[config.mk]
export PLATFORM = sky130hd
export DESIGN_NAME = nibble_serial_adder_ctrl
export DESIGN_NICKNAME = d
export VERILOG_FILES = /design/src/rtl/nibble_ctrl_pkg.sv /design/src/rtl/nibble_serial_adder_ctrl_fourbit_rp.sv /design/src/rtl/nibble_serial_adder_ctrl.sv
export SDC_FILE = /design/constraint.sdc
export NUM_CORES = 1
export LEC_CHECK = 0
export BUFFER_PORTS_ARGS = -buffer_cell sky130_fd_sc_hd__buf_2
export CAP_MARGIN = 40
export CELL_PAD_IN_SITES_DETAIL_PLACEMENT = 1
export CELL_PAD_IN_SITES_GLOBAL_PLACEMENT = 1
export CORE_AREA = 2 2 72 101
export CTS_CLUSTER_DIAMETER = 80
export CTS_CLUSTER_SIZE = 16
export DETAILED_ROUTE_END_ITERATION = 6
export DIE_AREA = 0 0 74 103
export PLACE_DENSITY_LB_ADDON = 0.1
export SKIP_LAST_GASP = 1
export SLEW_MARGIN = 20
export SYNTH_ARGS = -nofsm -noshare
export SYNTH_HDL_FRONTEND = slang
export SYNTH_SLANG_ARGS = --single-unit
export TNS_END_PERCENT = 100
[constraint.sdc]
create_clock -name Clk -period 4.3 [get_ports Clk]
set_input_delay 0 -clock Clk [delete_from_list [all_inputs] [get_ports Clk]]
set_output_delay 0 -clock Clk [all_outputs]
set_load 0.02 [all_outputs]
[src/rtl/nibble_ctrl_pkg.sv]
// Shared types and constants for the nibble-serial adder sequencer.
package nibble_ctrl_pkg;

  localparam int NIBBLE_W = 4;

  typedef enum logic [1:0] {
    IDLE = 2'd0,
    ADD  = 2'd1,
    DONE = 2'd2
  } state_t;

  // Pass counter width; never narrower than one bit so WIDTH=4 still elaborates.
  function automatic int cnt_w(input int nibbles);
    return (nibbles < 2) ? 1 : $clog2(nibbles);
  endfunction

endpackage

[src/rtl/nibble_serial_adder_ctrl_fourbit_rp.sv]
// fourbit_rp: 4-bit ripple-carry adder, the shared datapath of the sequencer.
// Latency: combinational. Backpressure: none.
// Flow control: none, pure logic.
module fourbit_rp
  import nibble_ctrl_pkg::*;
(
  input  logic [NIBBLE_W-1:0] a,
  input  logic [NIBBLE_W-1:0] b,
  input  logic                cin,
  output logic [NIBBLE_W-1:0] s,
  output logic                cout
);

  logic c;

  always_comb begin
    s = '0;
    c = cin;
    for (int i = 0; i < NIBBLE_W; i++) begin
      s[i] = a[i] ^ b[i] ^ c;
      c    = (a[i] & b[i]) | (c & (a[i] ^ b[i]));
    end
    cout = c;
  end

endmodule

[src/rtl/nibble_serial_adder_ctrl.sv]
// Wide add via one 4-bit adder reused LSB nibble first; NIBBLE_SUB_EN adds a Sub port for A-B.
// Latency: Done rises NIBBLES+1 edges after the start edge (counting the start edge).
// Backpressure: Run is a level; DONE holds until Run drops, so a held Run never retriggers.
module nibble_serial_adder_ctrl
  import nibble_ctrl_pkg::*;
#(
  parameter int WIDTH = 16
) (
  input  logic             Clk,
  input  logic             Reset,
  input  logic             Run,
  input  logic [WIDTH-1:0] A,
  input  logic [WIDTH-1:0] B,
  input  logic             Cin,
`ifdef NIBBLE_SUB_EN
  input  logic             Sub,
`endif
  output logic [WIDTH-1:0] Sum,
  output logic             Cout,
  output logic             Busy,
  output logic             Done
);

  localparam int NIBBLES = WIDTH / NIBBLE_W;
  localparam int CW      = cnt_w(NIBBLES);

  if ((WIDTH % NIBBLE_W) != 0 || WIDTH < NIBBLE_W) begin : g_bad_width
    $error("nibble_serial_adder_ctrl: WIDTH must be a multiple of 4 and at least 4");
  end

  state_t              state, state_nxt;
  logic [WIDTH-1:0]    a_sh, b_sh, res_nxt, b_ld;
  logic                carry, c_ld;
  logic [CW-1:0]       count;
  logic [NIBBLE_W-1:0] add_s;
  logic                add_c;
  logic                load, step, finish, last;

`ifdef NIBBLE_SUB_EN
  // Subtract is A + ~B + 1; the incoming Cin is deliberately dropped.
  assign b_ld = Sub ? ~B : B;
  assign c_ld = Sub ? 1'b1 : Cin;
`else
  assign b_ld = B;
  assign c_ld = Cin;
`endif

  assign last = (count == CW'(NIBBLES - 1));

  fourbit_rp u_add (
    .a    (a_sh[NIBBLE_W-1:0]),
    .b    (b_sh[NIBBLE_W-1:0]),
    .cin  (carry),
    .s    (add_s),
    .cout (add_c)
  );

  always_comb begin
    state_nxt = state;
    load      = 1'b0;
    step      = 1'b0;
    finish    = 1'b0;
    Busy      = 1'b0;
    Done      = 1'b0;
    case (state)
      IDLE: begin
        if (Run) begin
          load      = 1'b1;
          state_nxt = ADD;
        end
      end
      ADD: begin
        Busy = 1'b1;
        step = 1'b1;
        if (last) begin
          finish    = 1'b1;
          state_nxt = DONE;
        end
      end
      DONE: begin
        Done = 1'b1;
        if (!Run) state_nxt = IDLE;
      end
      default: state_nxt = IDLE;
    endcase
  end

  always_ff @(posedge Clk) begin
    if (!Reset) state <= IDLE;
    else        state <= state_nxt;
  end

  // Result nibbles enter at the top and drift down, so the final pass completes the word.
  if (WIDTH > NIBBLE_W) begin : g_res
    logic [WIDTH-NIBBLE_W-1:0] res_sh;
    assign res_nxt = {add_s, res_sh};
    always_ff @(posedge Clk) begin
      if (!Reset)    res_sh <= '0;
      else if (step) res_sh <= res_nxt[WIDTH-1:NIBBLE_W];
    end
  end else begin : g_res_single
    assign res_nxt = add_s;
  end

  always_ff @(posedge Clk) begin
    if (!Reset) begin
      a_sh  <= '0;
      b_sh  <= '0;
      carry <= 1'b0;
      count <= '0;
      Sum   <= '0;
      Cout  <= 1'b0;
    end else begin
      if (load) begin
        a_sh  <= A;
        b_sh  <= b_ld;
        carry <= c_ld;
        count <= '0;
      end else if (step) begin
        a_sh  <= a_sh >> NIBBLE_W;
        b_sh  <= b_sh >> NIBBLE_W;
        carry <= add_c;
        count <= count + 1'b1;
      end
      if (finish) begin
        Sum  <= res_nxt;
        Cout <= add_c;
      end
    end
  end

endmodule

==> flow_summary.json, run 1 <==
{
  "run_status": "finished clean",
  "cts_num_sinks": 66,
  "post_synth_num_cell_types": 32,
  "post-route-worst-setup-slack_ns": 2.14,
  "antenna-diode-count": 0,
  "worst-setup-path-type": "flop to flop",
  "numPortBuffers": 54,
  "hold_viol": 0,
  "ctsResizeCount": 0,
  "grt_pass1_vias": 2453,
  "ys_seq_elements": 66,
  "hold_path_end": "a_sh[3]",
  "avgViaCountPerCell": 4.93,
  "slew_headroom_pct": 51.9,
  "post-route-cell-area_um2": 3580,
  "die_area_um2": 7620,
  "synth_seq_area_share_pct": 47.3,
  "r2r_cells": 9,
  "grt_antenna_before_repair": 0,
  "num_io_pins": 55,
  "holdPathStages": 3,
  "dpl_cell_area_um2": 3080,
  "fraction_of_layout_instances_using_a_drive_strength_above_1_pct": 20.1,
  "syn_inst": 328,
  "worst_min_delay_path_category": "input pin to flop",
  "ys_warn_count": 0,
  "ir_drop_v": 0.000307,
  "timing.critical_path.fanout_max": 2,
  "place_worst_setup_slack_ns": 2.14,
  "synthesis.nets": 369,
  "max_freq_ghz": 0.462,
  "drv.max_cap_violation_count": 0,
  "cts_htree_levels": 3,
  "post-synth-top-area-cell": "sky130_fd_sc_hd__dfxtp_1",
  "setup.worst_path.end_class": "flop",
  "drt_pre_antenna_iters": 4,
  "dr.first_iter.drc_count": 86,
  "post_cts_setup_buffer_count": 0,
  "drcViolationCount": 0,
  "setup-tns-final_ns": 0,
  "synth.most_common_cell": "sky130_fd_sc_hd__nand2_1",
  "timing.rr.start": "a_sh[0]",
  "clk_transition_reported_paths_ns": 0.07,
  "setup-violations-final": 0,
  "synth_edf_count": 0,
  "final_max_slew_viol_count": 0,
  "clock_tree.root_cell": "sky130_fd_sc_hd__clkbuf_8",
  "postSynth.topFlopCell": "sky130_fd_sc_hd__dfxtp_1",
  "dp_hpwl_um": 4580,
  "cts.hold.buffers_added": 26,
  "antenna_violating_nets_post_route": 0,
  "skew_ns": 0.0101,
  "report.power.total_mw": 1.46,
  "syn-mean-instance-area_um2": 8.51,
  "hold_path.startpoint": "A[3]",
  "place_congestion": 0.767,
  "num_vias": 2454,
  "period_needed_ns": 2.16,
  "cellPowerDensity_nw_per_um2": 408,
  "placement_rows": 36,
  "core_area_um2": 6800,
  "die_y_um": 103,
  "grt_overflow_total": 0,
  "count_of_fill_cells_added_during_filler_insertion": 836,
  "netlist_area_um2": 2790,
  "clock_latency_on_the_worst_skew_pair_ns": 0.35,
  "grt_start_max_net_pins": 43,
  "timing_worst_slew_pin_value_ns": 0.722,
  "leakage_power_nw": 1.47,
  "initial_cell_density_of_the_core_pct": 41.0,
  "async_reset_ff_share_pct": 0,
  "globalRouteTotalUtil_pct": 19.6,
  "netlist_top_cells_area": "sky130_fd_sc_hd__dfxtp_1 (47%), sky130_fd_sc_hd__nand2_1 (11%), sky130_fd_sc_hd__a21boi_0 (8.1%)",
  "grt_first_pass_wirelength_um": 11400,
  "tritoncts_clock_tree": "built",
  "drt_wl_total_um": 7050,
  "leading_cell_types_by_count_after_synthesis": "sky130_fd_sc_hd__nand2_1 (81), sky130_fd_sc_hd__dfxtp_1 (66), sky130_fd_sc_hd__a21oi_1 (42)",
  "final_min_period_over_clock_period_pct": 50.3,
  "cts-buffers-inserted": 9,
  "routed_wire_length_per_instance_um": 14.2,
  "floorplan.die.width_um": 74,
  "cp_data_required_time_ns": 4.59,
  "flow.area_growth_from_synthesis_pct": 28.2,
  "critPathLaunchType": "flop",
  "clk_path_buf_depth": 2,
  "rsz0062_at_grt": "no",
  "worstReg2RegEnd": "Sum[15]",
  "worst-endpoint-arrival_ns": 2.46,
  "ff2ff_setup_slack_ns": 2.14,
  "synth_top_cell_area_share_pct": 47.3,
  "nets": 439
}
[per-layer routing]
metal,global-route usage [%],share of wire (%),up-vias
met1,22.8,43,1161
met4,8.81,1.8,0
met3,3.23,2.4,10
met2,34.8,53,43
met5,0,0,-
li1,-,-,1240
[kinds of logic (layout without fill, tap and decap cells)]
kind of cell	Yosys count	after routing	share of synthesized area [%]
buffers and inverters	35	110	6.95
adders and majority gates	5	5	3.32
xor gates and xnor gates	1	1	0.314
AOI/OAI and AO/OA	116	116	26.2
and+or+nand+nor	105	105	15.9
DFF	66	66	47.3
[through the flow]
stage          hold slack (ns)  util [%]  instances
3_5_place_dp             0.263      45.3        456
4_1_cts                 0.0349      52.6        498
3_3_place_gp             0.254      44.6        453
2_1_floorplan            0.145         -        328
6_report                0.0461      52.6        498
5_1_grt                 0.0336      52.6        498
[area by class of cell]
cell class / instances / area [um^2] / share of cell area [%]
Timing Repair Buffer: 84 / 588 / 16.4
Clock inverter: 4 / 72.6 / 2.03
Clock buffer: 12 / 165 / 4.61
Multi-Input combinational cell: 227 / 1280 / 35.7
Sequential cell: 66 / 1320 / 36.9
Inverter: 10 / 37.5 / 1.05
Tap cell: 95 / 119 / 3.32
[worst max-delay path, stage by stage (launching register included)]
cell and delay (ns):
sky130_fd_sc_hd__dfxtp_1 0.33, sky130_fd_sc_hd__fa_1 0.42, sky130_fd_sc_hd__inv_1 0.08, sky130_fd_sc_hd__fa_1 0.16, sky130_fd_sc_hd__inv_1 0.05, sky130_fd_sc_hd__fa_1 0.36, sky130_fd_sc_hd__inv_1 0.08, sky130_fd_sc_hd__fa_1 0.42
sky130_fd_sc_hd__nand2_1 0.07, sky130_fd_sc_hd__o211a_1 0.16
[power breakdown]
| group | total (mW) | internal (mW) | switching, mW | leakage [nW] |
|---|---|---|---|---|
| Sequential | 0.670 | 0.645 | 0.0246 | 0.540 |
| Combinational | 0.175 | 0.0802 | 0.0948 | 0.812 |
| Clock | 0.615 | 0.373 | 0.242 | 0.119 |
| Total | 1.46 | 1.10 | 0.361 | 1.47 |
[sequential cells by signal, indices dropped and copies added, names as in the netlist]
| signal | count |
|---|---|
| Sum | 16 |
| state | 2 |
| b_sh | 16 |
| g_res.res_sh | 12 |
| Cout | 1 |
| carry | 1 |
| a_sh | 16 |
| count | 2 |
[how the worst max path moves through the flow]
| stage | depth (start not counted) | slack, ns | end | from |
|---|---|---|---|---|
| after floorplan | 9 | 2.27 | Sum[15] | a_sh[0] |
| after detailed placement | 9 | 2.14 | Sum[15] | a_sh[0] |
| after global placement | 9 | 2.21 | g_res.res_sh[11] | a_sh[0] |
| after global routing | 9 | 2.04 | g_res.res_sh[11] | a_sh[0] |
| after CTS | 9 | 2.12 | Sum[15] | a_sh[0] |
| final | 9 | 2.14 | Sum[15] | a_sh[0] |
[cells in the final DEF, fill, tap and decap left out, types with 4 or more instances in the layout]
master / count
sky130_fd_sc_hd__buf_2: 54
sky130_fd_sc_hd__fa_1: 4
sky130_fd_sc_hd__o211a_1: 5
sky130_fd_sc_hd__o21ai_2: 4
sky130_fd_sc_hd__o21ai_1: 12
sky130_fd_sc_hd__nor2_1: 8
sky130_fd_sc_hd__nand3_1: 8
sky130_fd_sc_hd__a21oi_1: 42
sky130_fd_sc_hd__dfxtp_1: 66
sky130_fd_sc_hd__a21boi_0: 30
sky130_fd_sc_hd__nand2_1: 81
sky130_fd_sc_hd__o2bb2ai_1: 6
sky130_fd_sc_hd__dlygate4sd3_1: 26
sky130_fd_sc_hd__clkbuf_8: 12
sky130_fd_sc_hd__o21ai_0: 12
sky130_fd_sc_hd__inv_1: 9
(Power assumes the default switching activity.)
==> run 2, diff against run 1 <==
CORE_AREA = 2 2 78 110   (was 2 2 72 101)
DIE_AREA = 0 0 80 112   (was 0 0 74 103)
clock period = 1.9 ns   (was 4.3 ns; I/O delays follow)
==> run 2 against run 1 <==
  * The flow now finishes with violations (negative setup slack)
  * Sequential cell count did not move
  * Clock-buffer cell count did not move
  * Design area rose by 3.2%
  * Maximum frequency rose by 4.9%
  * Critical path type unchanged
  * Critical endpoint is now g_res.res_sh[11]
  * Largest cell class unchanged
==> flow_summary.json, run 2 (synthesis gave the netlist of run 1 again) <==
{
  "timing_worst_slew_pin_value_ns": 0.327,
  "clock_tree.root_cell": "sky130_fd_sc_hd__clkbuf_16",
  "grt_first_pass_wirelength_um": 12300,
  "post-route-cell-area_um2": 3690,
  "grt_overflow_total": 0,
  "cts-buffers-inserted": 9,
  "routed_wire_length_per_instance_um": 14.1,
  "final_max_slew_viol_count": 0,
  "r2r_cells": 9,
  "dp_hpwl_um": 4780,
  "cts_htree_levels": 3,
  "flow.area_growth_from_synthesis_pct": 32.4,
  "skew_ns": 0.00665,
  "globalRouteTotalUtil_pct": 17.7,
  "fraction_of_layout_instances_using_a_drive_strength_above_1_pct": 22.7,
  "clock_latency_on_the_worst_skew_pair_ns": 0.33,
  "grt_pass1_vias": 2619,
  "core_area_um2": 8000,
  "holdPathStages": 4,
  "slew_headroom_pct": 78.2,
  "dr.first_iter.drc_count": 99,
  "ir_drop_v": 0.000505,
  "die_y_um": 112,
  "timing.critical_path.fanout_max": 2,
  "biggestRegsByFlops": "Sum x16, a_sh x16, b_sh x16",
  "worst-endpoint-arrival_ns": 2.34,
  "crit_path_top_delay_cell": "sky130_fd_sc_hd__fa_1",
  "floorplan.die.width_um": 80,
  "timing.critical_path.cells": "fa_2, inv_2, fa_2, inv_2, fa_2, inv_2, fa_1, nand2_1, o211a_1",
  "grt_start_max_net_pins": 66,
  "worstSetupPathDepth": 9,
  "hold_viol": 0,
  "cts_num_sinks": 66,
  "place_worst_setup_slack_ns": -0.166,
  "place_congestion": 0.739,
  "cellPowerDensity_nw_per_um2": 945,
  "layout.cells.most_common": "sky130_fd_sc_hd__nand2_1",
  "category_of_cells_accounting_for_the_largest_share_of_critical_path_delay": "adder cells",
  "dpl_cell_area_um2": 3140,
  "drcViolationCount": 0,
  "numPortBuffers": 54,
  "post_cts_setup_buffer_count": 0,
  "initial_cell_density_of_the_core_pct": 34.9,
  "cp_data_required_time_ns": 2.18,
  "post-route-worst-setup-slack_ns": -0.161,
  "cpPeakStageDelay_ns": 0.42,
  "tritoncts_clock_tree": "built",
  "setup.worst_path.end_class": "flop",
  "die_area_um2": 8960,
  "clk_path_buf_depth": 2,
  "worst-setup-path-type": "flop to flop",
  "num_io_pins": 55,
  "drt_pre_antenna_iters": 4,
  "run_status": "finished with violations",
  "mostFrequentLayoutCells": "sky130_fd_sc_hd__nand2_1 (81), sky130_fd_sc_hd__dfxtp_1 (65), sky130_fd_sc_hd__buf_2 (54), sky130_fd_sc_hd__a21oi_1 (42), sky130_fd_sc_hd__a21boi_0 (29)",
  "antenna_violating_nets_post_route": 0,
  "critPathLaunchType": "flop",
  "final_min_period_over_clock_period_pct": 108,
  "period_needed_ns": 2.06,
  "worst_min_delay_path_category": "input pin to flop",
  "max_freq_ghz": 0.485,
  "grt_antenna_before_repair": 0,
  "cp.buffers_inverters": 3,
  "setup-violations-final": 3,
  "nets": 446,
  "rsz0062_at_grt": "yes",
  "drt_wl_total_um": 7230,
  "placement_rows": 39,
  "drv.max_cap_violation_count": 0,
  "avgViaCountPerCell": 4.92,
  "violations_in_the_final_reports": "negative setup slack",
  "clk_transition_reported_paths_ns": 0.05,
  "antenna-diode-count": 0,
  "leakage_power_nw": 1.52,
  "num_vias": 2517
}
run 2: power by group:
| group | internal, mW | total (mW) | switching, mW | leakage (nW) |
|---|---|---|---|---|
| Clock | 0.951 | 1.56 | 0.608 | 0.139 |
| Combinational | 0.196 | 0.421 | 0.225 | 0.839 |
| Sequential | 1.46 | 1.51 | 0.0490 | 0.540 |
run 2: area by class of cell:
type | instances | area, um^2
tap | 102 | 128
sequential | 66 | 1320
inverter | 10 | 37.5
multi-input combinational | 227 | 1280
fill | 976 | 4310
clock buffer | 12 | 256
timing repair buffer | 91 | 641
clock inverter | 4 | 26.3
run 2: tightest hold or removal path, cell delays in order:
cell and delay, ns:
sky130_fd_sc_hd__buf_2 0.09, sky130_fd_sc_hd__nor2_1 0.04, sky130_fd_sc_hd__o2bb2ai_1 0.11, sky130_fd_sc_hd__a21oi_1 0.13
run 2: per-stage QoR:
stage	cells	setup TNS, ns	power (mW)	hold slack (ns)	utilization (%)
4_1_cts	512	-0.392	3.55	0.0616	46.2
2_1_floorplan	328	-0.193	1.80	0.145	-
5_1_grt	512	-0.757	3.67	0.0698	46.2
3_3_place_gp	469	-0.346	1.92	0.249	39.3
3_5_place_dp	469	-0.427	1.92	0.264	39.3
6_report	512	-0.369	3.49	0.0727	46.2
run 2: final timing paths:
kind / endpoint / start / slack (ns)
max: g_res.res_sh[11] / carry / -0.16
min reg2reg: b_sh[8] / b_sh[12] / 0.45
min: b_sh[3] / B[3] / 0.07
max reg2reg: g_res.res_sh[11] / carry / -0.16
run 2: routing by layer:
| layer | track usage, % | vias up | share of wire, % | wire length (um) |
|---|---|---|---|---|
| met5 | 0 | - | 0 | 0 |
| met4 | 9.49 | 0 | 2.3 | 163 |
| met3 | 3.65 | 12 | 3.0 | 220 |
| met2 | 30.7 | 49 | 53 | 3840 |
| met1 | 19.8 | 1196 | 42 | 3010 |
| li1 | - | 1260 | - | - |
run 2: what timing repair did:
item | CTS | global route
pin swaps | 3 | 0
endpoints found under the setup margin | 4 | 5
gates resized for setup | 1 | 1
cloned | 0 | 0
hold endpoints to repair | 27 | 0
hold buffers | 27 | 0
==> run 3, diff against run 2 <==
BUFFER_PORTS_ARGS = -buffer_cell sky130_fd_sc_hd__buf_4   (was -buffer_cell sky130_fd_sc_hd__buf_2)
CORE_AREA = 2 2 74 104   (was 2 2 78 110)
DIE_AREA = 0 0 76 106   (was 0 0 80 112)
clock period = 2.37 ns   (was 1.9 ns; I/O delays follow)
==> run 3 against run 2 <==
  * Combinational power decreased by 23%
  * Setup slack better by 0.34 ns
  * The flow now finishes without violations
  * Die area fell by 10%
  * Clock power shrank 49%
  * Routed wire length is 4.9% lower
  * Largest cell class unchanged
==> flow_summary.json, run 3 (synthesis gave the netlist of run 1 again) <==
{
  "run_status": "finished clean",
  "rsz0062_at_grt": "no",
  "power.net_switching_uw": 606,
  "initial_cell_density_of_the_core_pct": 38.9,
  "dp_cells": 459,
  "dp_hpwl_um": 4510,
  "cts_num_sinks": 66,
  "layout.cells.most_common": "sky130_fd_sc_hd__nand2_1",
  "flow.area_growth_from_synthesis_pct": 29.8,
  "dr.first_iter.drc_count": 71,
  "setup-violations-final": 0,
  "final_min_period_over_clock_period_pct": 92.4,
  "place_congestion": 0.761,
  "antenna_violating_nets_post_route": 0,
  "leakage_power_nw": 1.46,
  "antenna-diode-count": 0,
  "cp_data_required_time_ns": 2.65,
  "final_max_slew_viol_count": 0,
  "clk_path_buf_depth": 2,
  "timing.critical_path.fanout_max": 2,
  "ir_drop_v": 0.000335,
  "die_area_um2": 8060,
  "worst_min_delay_path_category": "input pin to flop",
  "grt_pass1_vias": 2521,
  "slew_headroom_pct": 59.3,
  "grt_first_pass_wirelength_um": 11500,
  "drcViolationCount": 0,
  "avgViaCountPerCell": 4.91,
  "drt_wl_total_um": 6880,
  "clock_tree.root_cell": "sky130_fd_sc_hd__clkbuf_8",
  "drv.max_cap_violation_count": 0,
  "clk_transition_reported_paths_ns": 0.06,
  "globalRouteTotalUtil_pct": 18.1,
  "pwr-share-comb_pct": 14.0,
  "biggestRegsByFlops": "Sum x16, a_sh x16, b_sh x16",
  "sequentialPowerShare_pct": 52.1,
  "cts.hold.buffers_added": 27,
  "mostFrequentLayoutCells": "sky130_fd_sc_hd__nand2_1 (81), sky130_fd_sc_hd__dfxtp_1 (66), sky130_fd_sc_hd__buf_4 (59), sky130_fd_sc_hd__a21oi_1 (42), sky130_fd_sc_hd__a21boi_0 (30)",
  "hold_viol": 0,
  "skew_ns": 0.00259,
  "setup.worst_path.end_class": "flop",
  "post_layout_nonfiller_instances": 500,
  "nets": 441,
  "tritoncts_clock_tree": "built",
  "ctsResizeCount": 0,
  "drt_pre_antenna_iters": 4,
  "num_io_pins": 55,
  "whs_ns": 0.0329,
  "sw_frac_of_total_pct": 26.0,
  "worst-endpoint-arrival_ns": 2.47,
  "p_int_mw": 1.73,
  "core_area_um2": 7180,
  "grt_antenna_before_repair": 0,
  "period_needed_ns": 2.19,
  "timing_worst_slew_pin_value_ns": 0.610,
  "die_y_um": 106,
  "clock_latency_on_the_worst_skew_pair_ns": 0.34,
  "cts_htree_levels": 3,
  "setup-tns-final_ns": 0,
  "clock_power_share_pct": 34.0,
  "cellPowerDensity_nw_per_um2": 644,
  "fraction_of_layout_instances_using_a_drive_strength_above_1_pct": 18.9,
  "grt_start_max_net_pins": 66,
  "grt_overflow_total": 0,
  "report.power.total_mw": 2.33,
  "placement_rows": 37,
  "max_freq_ghz": 0.457,
  "worst-setup-path-type": "flop to flop",
  "critPathLaunchType": "flop",
  "floorplan.die.width_um": 76,
  "routed_wire_length_per_instance_um": 13.8,
  "post_cts_setup_buffer_count": 0,
  "num_vias": 2457,
  "numPortBuffers": 54,
  "cts-buffers-inserted": 9
}
run 3: changes by cell type in the layout (fill, tap and decap cells not counted), sizes merged:
cell / previous run / this run
clkinv: 3 / 0
buf: 64 / 59
clkinvlp: 1 / 0
clkbuf: 12 / 14
run 3: worst paths after layout:
path                              start                to  slack, ns  cells after the start
worst max-delay path            a_sh[0]  g_res.res_sh[11]       0.18                      9
worst min-delay path                Run           a_sh[1]       0.03                      3
worst max register to register  a_sh[0]  g_res.res_sh[11]       0.18                      9
worst min register to register  b_sh[9]           b_sh[9]       0.46                      2
run 3: power groups by stage:
stage	Clock [mW]	Sequential, mW	Combinational, mW
finish	0.793	1.21	0.326
global route	0.874	1.22	0.369
CTS	0.826	1.22	0.332
detailed placement	0	1.24	0.296
global placement	0	1.24	0.287
floorplan	0	1.22	0.213
run 3: layout make-up:
cell class              count  area, um^2
fillers                   869        3550
flip-flops and latches     66        1320
multi-input cells         227        1280
repair buffers             86         713
clock buffers              14         153
well taps                  97         121
inverters                  10        37.5
run 3: per-layer routing:
layer / routed length [um] / vias up / part of all wire [%] / track usage, %
met1: 2860 / 1160 / 42 / 19.0
li1: - / 1245 / - / -
met4: 125 / 0 / 1.8 / 8.57
met5: 0 / - / 0 / 0
met3: 242 / 9 / 3.5 / 4.24
met2: 3650 / 43 / 53 / 33.9
run 3: per-stage QoR:
step,setup slack [ns],instance area (um^2),utilization [%]
4_1_cts,0.157,3620,50.5
6_report,0.180,3620,50.5
3_5_place_dp,0.173,3200,44.6
3_3_place_gp,0.274,3200,44.6
5_1_grt,0.0626,3620,50.5
2_1_floorplan,0.340,2790,-
run 3: worst max-delay path, cell delays in order (launching register included):
cell,delay (ns)
sky130_fd_sc_hd__dfxtp_1,0.33
sky130_fd_sc_hd__fa_1,0.43
sky130_fd_sc_hd__inv_1,0.08
sky130_fd_sc_hd__fa_1,0.15
sky130_fd_sc_hd__inv_1,0.05
sky130_fd_sc_hd__fa_1,0.35
sky130_fd_sc_hd__inv_1,0.08
sky130_fd_sc_hd__fa_1,0.44
sky130_fd_sc_hd__nand2_1,0.09
sky130_fd_sc_hd__o211a_1,0.15
